===== src/rtl/uart_tx.sv =====
// 8N1 UART transmitter with a small byte FIFO in front of the serialiser.
// The line output is a register that only moves on bit boundaries.
module uart_tx #(
  parameter int CLK_HZ     = 25000000,
  parameter int BAUD       = 115200,
  parameter int BAUD_DIV   = (CLK_HZ + BAUD / 2) / BAUD,
  parameter int FIFO_DEPTH = 4
) (
  input  logic                          clk_25mhz,
  input  logic                          rst,
  input  logic [7:0]                    tx_data,
  input  logic                          tx_valid,
  output logic                          tx_ready,
  output logic                          ftdi_rxd,
  output logic                          tx_busy,
  output logic [$clog2(FIFO_DEPTH):0]   fifo_count
);

  localparam int AW = $clog2(FIFO_DEPTH);
  localparam int CW = $clog2(BAUD_DIV + 1);

  localparam logic [AW:0]   FULL_C   = (AW + 1)'(FIFO_DEPTH);
  localparam logic [CW-1:0] DIV_LAST = CW'(BAUD_DIV - 1);

  localparam logic [1:0] S_IDLE  = 2'd0;
  localparam logic [1:0] S_START = 2'd1;
  localparam logic [1:0] S_DATA  = 2'd2;
  localparam logic [1:0] S_STOP  = 2'd3;

  logic [7:0]    mem_q [FIFO_DEPTH];
  logic [AW-1:0] wr_q;
  logic [AW-1:0] rd_q;
  logic [AW:0]   count_q;

  logic [1:0]    state_q, state_d;
  logic [CW-1:0] baud_q, baud_d;
  logic [2:0]    bit_q, bit_d;
  logic [7:0]    sh_q, sh_d;
  logic          rxd_q, rxd_d;

  logic push;
  logic pop;
  logic tick;
  logic has_data;

  assign has_data   = (count_q != '0);
  assign tick       = (baud_q == DIV_LAST);
  assign tx_ready   = (count_q < FULL_C);
  assign push       = tx_valid & tx_ready;
  assign fifo_count = count_q;
  assign ftdi_rxd   = rxd_q;
  assign tx_busy    = (state_q != S_IDLE) | has_data;

  // Pop loads the shift register so later FIFO writes never touch the frame.
  always_comb begin
    state_d = state_q;
    baud_d  = baud_q;
    bit_d   = bit_q;
    sh_d    = sh_q;
    rxd_d   = rxd_q;
    pop     = 1'b0;
    unique case (state_q)
      S_IDLE: begin
        if (has_data) begin
          pop     = 1'b1;
          sh_d    = mem_q[rd_q];
          rxd_d   = 1'b0;
          baud_d  = '0;
          state_d = S_START;
        end
      end
      S_START: begin
        if (tick) begin
          baud_d  = '0;
          bit_d   = '0;
          rxd_d   = sh_q[0];
          state_d = S_DATA;
        end else begin
          baud_d = baud_q + 1'b1;
        end
      end
      S_DATA: begin
        if (tick) begin
          baud_d = '0;
          if (bit_q == 3'd7) begin
            rxd_d   = 1'b1;
            state_d = S_STOP;
          end else begin
            bit_d = bit_q + 1'b1;
            sh_d  = {1'b0, sh_q[7:1]};
            rxd_d = sh_q[1];
          end
        end else begin
          baud_d = baud_q + 1'b1;
        end
      end
      S_STOP: begin
        if (tick) begin
          baud_d = '0;
          if (has_data) begin
            pop     = 1'b1;
            sh_d    = mem_q[rd_q];
            rxd_d   = 1'b0;
            state_d = S_START;
          end else begin
            state_d = S_IDLE;
          end
        end else begin
          baud_d = baud_q + 1'b1;
        end
      end
      default: state_d = S_IDLE;
    endcase
  end

  always_ff @(posedge clk_25mhz) begin
    if (!rst) begin
      state_q <= S_IDLE;
      baud_q  <= '0;
      bit_q   <= '0;
      sh_q    <= '0;
      rxd_q   <= 1'b1;
      wr_q    <= '0;
      rd_q    <= '0;
      count_q <= '0;
    end else begin
      state_q <= state_d;
      baud_q  <= baud_d;
      bit_q   <= bit_d;
      sh_q    <= sh_d;
      rxd_q   <= rxd_d;
      if (push) wr_q <= wr_q + 1'b1;
      if (pop)  rd_q <= rd_q + 1'b1;
      unique case ({push, pop})
        2'b10:   count_q <= count_q + 1'b1;
        2'b01:   count_q <= count_q - 1'b1;
        default: count_q <= count_q;
      endcase
    end
  end

  always_ff @(posedge clk_25mhz) begin
    if (rst && push) mem_q[wr_q] <= tx_data;
  end

endmodule


===== config.mk =====
export PLATFORM = sky130hd
export DESIGN_NAME = uart_tx
export DESIGN_NICKNAME = d
export VERILOG_FILES = /design/src/rtl/uart_tx.sv
export SDC_FILE = /design/constraint.sdc
export NUM_CORES = 1
export LEC_CHECK = 0
export ABC_AREA = 1
export BUFFER_PORTS_ARGS = -buffer_cell sky130_fd_sc_hd__buf_2
export CORE_MARGIN = 2
export CORE_UTILIZATION = 54
export CTS_CLUSTER_SIZE = 40
export DETAILED_ROUTE_END_ITERATION = 10
export PLACE_DENSITY = 0.75
export SETUP_SLACK_MARGIN = 0.05
export SKIP_LAST_GASP = 1
export SLEW_MARGIN = 20
export SYNTH_ARGS = -nofsm -noshare
export SYNTH_HDL_FRONTEND = slang
export SYNTH_SLANG_ARGS = --single-unit

===== constraint.sdc =====
create_clock -name clk_25mhz -period 2.21 [get_ports clk_25mhz]
set_input_delay 0.1105 -clock clk_25mhz [delete_from_list [all_inputs] [get_ports clk_25mhz]]
set_output_delay 0.1105 -clock clk_25mhz [all_outputs]
set_load 0.005 [all_outputs]

==> results.sh <==
export IMPL_drc=0
export IMPL_holdPathStages=3
export IMPL_synth_top_cell_area_share_pct=31.4
export IMPL_tightest_slew_ns=0.433
export IMPL_end_kind="register"
export IMPL_portBuffers=16
export IMPL_die_width_um=79.3
export IMPL_dp_cells=465
export IMPL_hold_path_class="input pin to register"
export IMPL_ir_worst_vdd_mv=0.562
export IMPL_path_cells="inv_2, ha_4, nand3_4, nor2_4, nand2_2, nand2_2, nand2_2, inv_2, ha_4, inv_2, fa_2, a21oi_2, o21ai_2, o21ai_1, a21oi_1"
export IMPL_num_io_pins=17
export IMPL_nets=441
export IMPL_grt_overflow_total=0
export IMPL_slew_viol_final=0
export IMPL_path_class="register to register"
export IMPL_die_y_um=79.3
export IMPL_clkTransAtPathRegs_ns=0.07
export IMPL_place_gp_congestion=0.819
export IMPL_yosysWarnings=0
export IMPL_initial_core_util_pct=55.6
export IMPL_slowest_stage="fa_2"
export IMPL_htreeDepth=3
export IMPL_grt_use_met2_pct=35.8
export IMPL_final_cell_mix="nand2_1 (110), nor2_1 (42), inv_1 (41)"
export IMPL_ys_types=27
export IMPL_drt_iter0_markers=127
export IMPL_fin_util_pct=65.7
export IMPL_wirelength_um=6180
export IMPL_antenna_found_initial=0
export IMPL_detail_route_first_pass_iterations=4
export IMPL_n_antenna_cell=0
export IMPL_setup_viol=0
export IMPL_grtUsageTotal_pct=21.0
export IMPL_maxCapViolCount=0
export IMPL_layout_area_overhead_vs_synth_pct=18.3
export IMPL_final_common_cell="nand2_1"
export IMPL_synth_area_mm2=0.00306
export IMPL_ys_top_cells_by_area="edfxtp_1 (31%), dfxtp_1 (20%), nand2_1 (14%)"
export IMPL_grt_util_met3_pct=6.59
export IMPL_cts_sinks=63
export IMPL_postSynthNetCount=397
export IMPL_max_slew_margin_pct=70.8
export IMPL_crit_path_start_kind="register"
export IMPL_synth_seq_area_share_pct=51.7
export IMPL_clock_tree_root_cell="clkbuf_8"
export IMPL_worstSkewPairLatency_ns=0.35
export IMPL_reg2reg_depth=15
export IMPL_top_usage_layer="met2"
export IMPL_grt_pass1_wl_um=9930
export IMPL_setup_ws_ns=0.158
export IMPL_rows=27
export IMPL_p_leak_nw=1.61
export IMPL_cp_required_ns=2.45
export IMPL_whs_ns=0.186
export IMPL_netlist_instances=371
export IMPL_max_freq_mhz=487
export IMPL_status="finished, final reports clean"
export IMPL_grt_max_degree=23
export IMPL_rsz0062_at_grt="yes"
export IMPL_coreArea_mm2=0.00551
export IMPL_post_place_ws_ns=-0.0508
export IMPL_grt_use_met1_pct=24.1
export IMPL_hold_viol_final=0
export IMPL_cts_tree="yes"
export IMPL_slowest_delay_ns=0.37
export IMPL_grt_pass1_vias=2258
export IMPL_cts_buffers=9
export IMPL_worstPathMaxFanout=3
export IMPL_stdcell_count=492
export IMPL_nFillCells=458
export IMPL_clock_skew_ns=0.00590
export IMPL_drtAntennaViolNets=0
export IMPL_period_share_pct=92.8
export IMPL_dieArea_mm2=0.00629
export IMPL_power_density_mw_per_mm2=1200
export IMPL_avgRoutedWirePerCell_um=12.6
export IMPL_layout_drive_gt1_share_pct=20.0
export IMPL_num_vias=2440
export IMPL_post_route_min_period_ns=2.05
export IMPL_ctsLongestPathBuffers=2
export IMPL_vias_per_cell=4.96
export IMPL_yosysTopAreaCell="edfxtp_1"
export IMPL_hpwl_um=4040
export IMPL_synth_seq_cells=63
export IMPL_syn_area_per_cell_um2=8.25
export IMPL_worstPathArrival_ns=2.29
-- kinds of logic after synthesis --
group                    Yosys count  synth area share, %
adder cells (fa/ha/maj)           15                 6.38
AO/OA/AOI/OAI                     48                 8.18
AND/OR/NAND/NOR                  187                 25.3
buffers and inverters             57                 8.18
flip-flops                        63                 51.7
XOR/XNOR                           1                0.286
-- power by group --
group / switching [mW] / internal [mW] / total, mW
clock network: 0.468 / 0.407 / 0.875
registers: 0.134 / 1.45 / 1.58
logic: 1.18 / 0.706 / 1.89
-- repair_timing --
item	in CTS	in global routing
pin swaps	1	7
gates resized for setup	3	22
setup buffers	0	3
cloned	0	0
endpoints found under the setup margin	1	1
hold endpoints to repair	29	0
hold buffers	8	0
-- stage by stage --
stage / power [mW] / instance area (um^2) / TNS, ns
global route: 4.72 / 3620 / 0
detailed placement: 3.34 / 3270 / -0.0508
floorplan: 2.95 / 3060 / 0
finish: 4.35 / 3620 / 0
global placement: 3.27 / 3270 / 0
CTS: 4.24 / 3530 / 0
-- critical path: cells and delay by family (launching register included) --
family / cells / cell delay (ns)
adders and majority gates: 3 / 0.63
and+or+nand+nor: 5 / 0.44
AOI/OAI and AO/OA: 4 / 0.39
DFF: 1 / 0.33
buffers and inverters: 3 / 0.17
-- worst paths after layout --
check                           slack [ns]                         end                   start
worst min register to register        0.47        sh_q[7]$_SDFFE_PN0P_    sh_q[7]$_SDFFE_PN0P_
worst min-delay path                  0.19        wr_q[0]$_SDFFE_PN0P_                tx_valid
worst max register to register        0.16  fifo_count[2]$_SDFFE_PN0P_  baud_q[1]$_SDFFE_PN0N_
worst max-delay path                  0.16  fifo_count[2]$_SDFFE_PN0P_  baud_q[1]$_SDFFE_PN0N_
-- registers in the layout (all words and copies together) (netlist names), named ones only --
signal / cells
mem_q: 32
baud_q: 8
sh_q: 8
bit_q: 3
fifo_count: 3
rd_q: 2
state_q: 2
wr_q: 2
ftdi_rxd: 1
-- final cells by class --
cell class              instances  area [um^2]  share of cell area (%)
multi-input cells             251         1290                    35.8
repair buffers                 42          295                    8.16
flip-flops and latches         63         1590                    43.8
clock inverters                 7         48.8                    1.35
inverters                      48          180                    4.98
clock buffers                   9          124                    3.42
well taps                      72         90.1                    2.49
-- Yosys cell counts, drive strengths merged --
| cell type | count |
|---|---|
| nand2 | 119 |
| edfxtp | 32 |
| nor3 | 2 |
| buf | 7 |
| nor2 | 45 |
| inv | 48 |
| clkbuf | 2 |
| o21ai | 23 |
| ha | 14 |
| nand3b | 3 |
| xor2 | 1 |
| nand4 | 1 |
| o211ai | 1 |
| fa | 1 |
| a21oi | 24 |
| nand3 | 15 |
| or2 | 2 |
| dfxtp | 31 |
-- layer usage --
| metal | vias up | part of all wire [%] |
|---|---|---|
| li1 | 1270 | - |
| met1 | 1120 | 43 |
| met2 | 35 | 52 |
| met3 | 15 | 2.9 |
| met4 | 0 | 2.1 |
| met5 | - | 0 |
Note: power is estimated with default switching activity, not from simulation.
